--- config.mk ---
export PLATFORM = sky130hd
export DESIGN_NAME = process_controller
export DESIGN_NICKNAME = d
export VERILOG_FILES = /design/src/rtl/process_pkg.sv /design/src/rtl/sat_counter.sv /design/src/rtl/process_controller.sv
export SDC_FILE = /design/constraint.sdc
export NUM_CORES = 1
export LEC_CHECK = 0
export ABC_AREA = 1
export CAP_MARGIN = 10
export CORE_MARGIN = 2
export CORE_UTILIZATION = 23
export CTS_CLUSTER_DIAMETER = 150
export DETAILED_ROUTE_END_ITERATION = 16
export PLACE_DENSITY = 0.49
export SYNTH_ARGS = -nofsm -noshare
export SYNTH_HDL_FRONTEND = slang
export SYNTH_SLANG_ARGS = --single-unit
--- constraint.sdc ---
create_clock -name clock -period 2 [get_ports clock]
set_input_delay 0.3 -clock clock [delete_from_list [all_inputs] [get_ports clock]]
set_output_delay 0.3 -clock clock [all_outputs]
set_load 0.01 [all_outputs]
--- src/rtl/process_pkg.sv ---
// Shared definitions for the run controller and the cores: per-core status
// encodings and the controller FSM state type.
package process_pkg;

    localparam int unsigned CORE_STATUS_W = 2;

    localparam logic [CORE_STATUS_W-1:0] ST_IDLE = 2'b00;
    localparam logic [CORE_STATUS_W-1:0] ST_RUN  = 2'b01;
    localparam logic [CORE_STATUS_W-1:0] ST_ACK  = 2'b10;

    typedef enum logic [1:0] {
        PC_IDLE   = 2'd0,
        PC_LAUNCH = 2'd1,
        PC_WAIT   = 2'd2,
        PC_FINISH = 2'd3
    } pc_state_e;

endpackage

--- src/rtl/sat_counter.sv ---
// Up-counter with synchronous clear and enable that sticks at all-ones
// instead of wrapping.
module sat_counter #(
    parameter int unsigned CNT_W = 32
) (
    input  logic             clock,
    input  logic             reset,
    input  logic             i_clear,
    input  logic             i_enable,
    output logic [CNT_W-1:0] o_count
);

    always_ff @(posedge clock) begin
        if (reset) begin
            o_count <= '0;
        end else if (i_clear) begin
            o_count <= '0;
        end else if (i_enable && (o_count != '1)) begin
            o_count <= o_count + CNT_W'(1);
        end
    end

endmodule

--- src/rtl/process_controller.sv ---
// Run controller for the core array: launches all enabled cores on start, waits
// for every one to report end_process, then pulses done and returns to idle.
// Optional watchdog enabled by defining PROCESS_CONTROLLER_TIMEOUT_EN.
module process_controller
    import process_pkg::*;
#(
    parameter int unsigned NUM_CORES      = 4,
    parameter int unsigned CNT_W          = 32,
    parameter int unsigned TIMEOUT_CYCLES = 100000
) (
    input  logic                              clock,
    input  logic                              reset,
    input  logic                              start,
    input  logic [NUM_CORES-1:0]              core_mask,
    input  logic [NUM_CORES-1:0]              end_process,
    output logic [CORE_STATUS_W*NUM_CORES-1:0] status,
    output logic                              busy,
    output logic                              done,
    output logic                              timeout,
    output logic [CNT_W-1:0]                  cycle_count
);

    localparam int unsigned STATUS_W = CORE_STATUS_W * NUM_CORES;

    pc_state_e            r_state;
    logic [NUM_CORES-1:0] r_mask;
    logic [NUM_CORES-1:0] r_finished;

    logic [NUM_CORES-1:0] w_captured;
    logic                 w_all_done;
    logic                 w_cnt_clear;
    logic                 w_cnt_en;
    logic                 w_watchdog;

    // Drive code to every selected core, IDLE to the rest.
    function automatic logic [STATUS_W-1:0] fan_status(
        input logic [NUM_CORES-1:0]     sel,
        input logic [CORE_STATUS_W-1:0] code
    );
        logic [STATUS_W-1:0] v;
        v = {NUM_CORES{ST_IDLE}};
        for (int unsigned i = 0; i < NUM_CORES; i++) begin
            if (sel[i]) begin
                v[CORE_STATUS_W*i +: CORE_STATUS_W] = code;
            end
        end
        return v;
    endfunction

    always_comb begin
        w_captured  = end_process & r_mask;
        w_all_done  = ((r_finished | w_captured) == r_mask);
        w_cnt_clear = (r_state == PC_IDLE) && start;
        w_cnt_en    = (r_state == PC_LAUNCH) || (r_state == PC_WAIT);
    end

`ifdef PROCESS_CONTROLLER_TIMEOUT_EN
    // Fires on the WAIT cycle whose increment brings the count to the limit.
    assign w_watchdog = (r_state == PC_WAIT) &&
                        (cycle_count >= CNT_W'(TIMEOUT_CYCLES - 1));
`else
    logic w_unused_timeout;
    assign w_unused_timeout = |TIMEOUT_CYCLES;
    assign w_watchdog       = 1'b0;
`endif

    sat_counter #(
        .CNT_W(CNT_W)
    ) u_cycle_cnt (
        .clock   (clock),
        .reset   (reset),
        .i_clear (w_cnt_clear),
        .i_enable(w_cnt_en),
        .o_count (cycle_count)
    );

    always_ff @(posedge clock) begin
        if (reset) begin
            r_state    <= PC_IDLE;
            r_mask     <= '0;
            r_finished <= '0;
            status     <= {NUM_CORES{ST_IDLE}};
            busy       <= 1'b0;
            done       <= 1'b0;
            timeout    <= 1'b0;
        end else begin
            done <= 1'b0;
            case (r_state)
                PC_IDLE: begin
                    if (start) begin
                        r_state    <= PC_LAUNCH;
                        r_mask     <= core_mask;
                        r_finished <= '0;
                        timeout    <= 1'b0;
                        busy       <= 1'b1;
                        status     <= fan_status(core_mask, ST_RUN);
                    end
                end
                // end_process is deliberately ignored here to drop stale levels.
                PC_LAUNCH: begin
                    if (r_mask == '0) begin
                        r_state <= PC_FINISH;
                        busy    <= 1'b0;
                        done    <= 1'b1;
                        status  <= fan_status(r_mask, ST_ACK);
                    end else begin
                        r_state <= PC_WAIT;
                    end
                end
                PC_WAIT: begin
                    r_finished <= r_finished | w_captured;
                    if (w_all_done || w_watchdog) begin
                        r_state <= PC_FINISH;
                        busy    <= 1'b0;
                        done    <= 1'b1;
                        timeout <= ~w_all_done;
                        status  <= fan_status(r_mask, ST_ACK);
                    end
                end
                PC_FINISH: begin
                    r_state <= PC_IDLE;
                    status  <= {NUM_CORES{ST_IDLE}};
                end
                default: begin
                    r_state <= PC_IDLE;
                end
            endcase
        end
    end

endmodule

==> results.toml <==
[outcome]
outcome = "complete, no violations"

[routing]
drtIter0Drc = 115
drc_errors = 0
drt_pass1_iterations = 4
antenna_left = 0
viasPerCell = 4.36
wl_per_cell_um = 12.5
vias = 3174
routed_wirelength_um = 9080

[final_layout]
fin_nets = 569
syn2layout_area_growth_pct = 33.7
drive_gt1_frac = 0.118
antenna_cells = 0
fill_cells = 1432
final_util = 0.314

[clock_tree]
clock-sinks = 53
cts_setup_buffers = 0
cts_buffers = 5
cts_root_buffer = "clkbuf_16"
cts_max_level = 2
clk_latency_ns = 0.29
cts_tree = "yes"
cts_resized = 0
cts.path.max_buffers = 2
clk_pin_slew_ns = 0.07
postCtsHoldBufs = 0

[global_route]
grt_util_all_layers = 0.133
grt.overflow.total = 0
antenna_found_initial = 0
grt_max_degree = 21
grt_pass1_vias = 3204
grt_pass1_wl_um = 15400

[power]
power_density_mw_per_mm2 = 903
seqPwrFrac = 0.340
clock_power_share = 0.236
sw_frac_of_total = 0.397
p_int_mw = 2.26
ir_drop_v = 0.000496
p_sw_mw = 1.49
leakage_nw = 1.54
comb_power_share = 0.424

[placed_design]
gp_congestion = 0.870
io_buffers = 53
post-dp-hpwl_um = 7050

[setup_path]
crit_required_ns = 2.19
crit_type = "reg2reg"
reg2regPathDepth = 11
start_kind = "flip-flop"
path_cells = "ha_1, inv_2, nor2_4, nand2_4, nor2_4, nand2_4, nand2_8, buf_4, nor2_1, o21ai_0, nor2_1"
reg2reg_from = "u_cycle_cnt.o_count[0]"
crit_end = "u_cycle_cnt.o_count[2]"
cp_slowest_cell = "dfxtp_1"
max_stage_delay_ns = 0.38
end_kind = "flip-flop"
path_max_fanout = 17
r2r_end = "u_cycle_cnt.o_count[2]"
startpoint = "u_cycle_cnt.o_count[0]"
worst-r2r-setup-slack_ns = 0.27
arrival_ns = 1.92

[sta]
finalSetupViolCount = 0
max_clock_freq_mhz = 577
fin_crit_ns = 1.73
fin_skew_ns = 0.00929
final.setup.tns_ns = 0
slew_headroom = 0.788
finalCritPeriodShare = 0.867
worstMarginPinSlew_ns = 0.317
drv_slew = 0
hold_violations = 0
grt_setup_unrepaired = "no"

[floorplanning]
die_height_um = 120
ios = 54
core_mm2 = 0.0132
die_w_um = 120
initial_utilization = 0.235
die_area_mm2 = 0.0144
rows = 42

[logic_synthesis]
synth.net_count = 488
synth_cells = 471
ys_warn_count = 0
seq_area_frac_synth = 0.342
ys_ff_latch = 53
syn-cell-area_mm2 = 0.00310
synth_cell_types = 33
synth_area_per_cell_um2 = 6.59

[worst_hold_path]
hold_class = "reg2reg"

[run]
maxCapViolations = 0
-- worst max-delay path, delay by kind of cell (launching register included) --
kind                       cells  cell delay, ns
buffers and inverters          2            0.28
DFF                            1            0.38
adders and majority gates      1            0.20
AOI/OAI and AO/OA              1            0.14
and+or+nand+nor                7            0.62
-- Yosys cell counts (all sizes together) --
cell,count,area (µm²)
o32ai,2,17.5
xnor2,3,26.3
a21oi,47,277
ha,6,75.1
or2,1,6.26
o21bai,2,15.0
nand3,14,75.1
o211ai,1,7.51
nand4,6,37.5
nand2,171,678
o31ai,1,7.51
inv,40,150
xor2,8,70.1
o21ai,14,70.1
nor3,4,20.0
clkbuf,5,18.8
nor3b,1,7.51
nand3b,11,82.6
nor2,74,310
dfxtp,53,1060
buf,7,88.8
-- metrics by stage --
| step | cell area, µm² | setup WS [ns] | std cells | hold slack, ns | power (mW) |
|---|---|---|---|---|---|
| 2_1_floorplan | 3100 | 0.346 | 471 | 0.418 | 2.49 |
| 3_3_place_gp | 4010 | 0.220 | 721 | 0.452 | 2.86 |
| 3_5_place_dp | 4010 | 0.177 | 721 | 0.450 | 2.89 |
| 4_1_cts | 4150 | 0.228 | 728 | 0.468 | 3.80 |
| 5_1_grt | 4150 | 0.0687 | 728 | 0.494 | 4.01 |
| 6_report | 4150 | 0.266 | 728 | 0.461 | 3.74 |
-- metal layers --
layer  track usage  part of all wire
met5             0                 0
met4        0.0301             0.012
met3        0.0266             0.038
met2         0.230              0.48
met1         0.168              0.47
-- state kept, by name, summed over array words and instances, names as in the netlist --
signal,count
timeout,1
done,1
r_mask,4
status,8
busy,1
u_cycle_cnt.o_count,32
r_state,2
r_finished,4
-- power by group through the flow --
stage	sequential, mW	clock [mW]	combinational, mW
2_1_floorplan	1.31	0	1.18
3_3_place_gp	1.29	0	1.57
3_5_place_dp	1.29	0	1.60
4_1_cts	1.27	0.917	1.61
5_1_grt	1.29	0.958	1.76
6_report	1.27	0.885	1.59
-- cell usage in the layout (no fill, tap or decap), drive strengths merged, types with 6 or more instances in the layout --
cell type / netlist / routed
nand2: 171 / 171
inv: 40 / 40
xor2: 8 / 8
buf: 7 / 33
nand4: 6 / 6
clkbuf: 5 / 7
dfxtp: 53 / 53
clkdlybuf4s50: 0 / 53
a21oi: 47 / 47
ha: 6 / 6
o21ai: 14 / 14
nand3b: 11 / 11
nand3: 14 / 14
nor2: 74 / 74
-- layout make-up --
type	count	area, µm²	share of cell area
Tap cell	176	220	0.0531
Inverter	40	150	0.0362
Clock buffer	7	143	0.0344
Sequential cell	53	1060	0.256
Timing Repair Buffer	86	791	0.191
Multi-Input combinational cell	366	1780	0.430
-- logic make-up (layout without fill, tap and decap cells) --
kind of cell | after synthesis | count (layout) | synth area share
and+or+nand+nor | 282 | 282 | 0.393
xor gates and xnor gates | 11 | 11 | 0.0311
adders and majority gates | 6 | 6 | 0.0242
buffers and inverters | 52 | 133 | 0.0831
DFF | 53 | 53 | 0.342
AOI/OAI and AO/OA | 67 | 67 | 0.127
-- worst min-delay path by stage --
stage	slack, ns	to	from	depth (start not counted)
final	0.46	timeout	timeout	2
after global routing	0.49	r_finished[3]	r_finished[3]	2
after CTS	0.47	timeout	timeout	2
after detailed placement	0.45	timeout	timeout	2
after global placement	0.45	timeout	timeout	2
after floorplan	0.42	r_finished[1]	reset	1
Note: power is estimated with default switching activity, not from simulation.
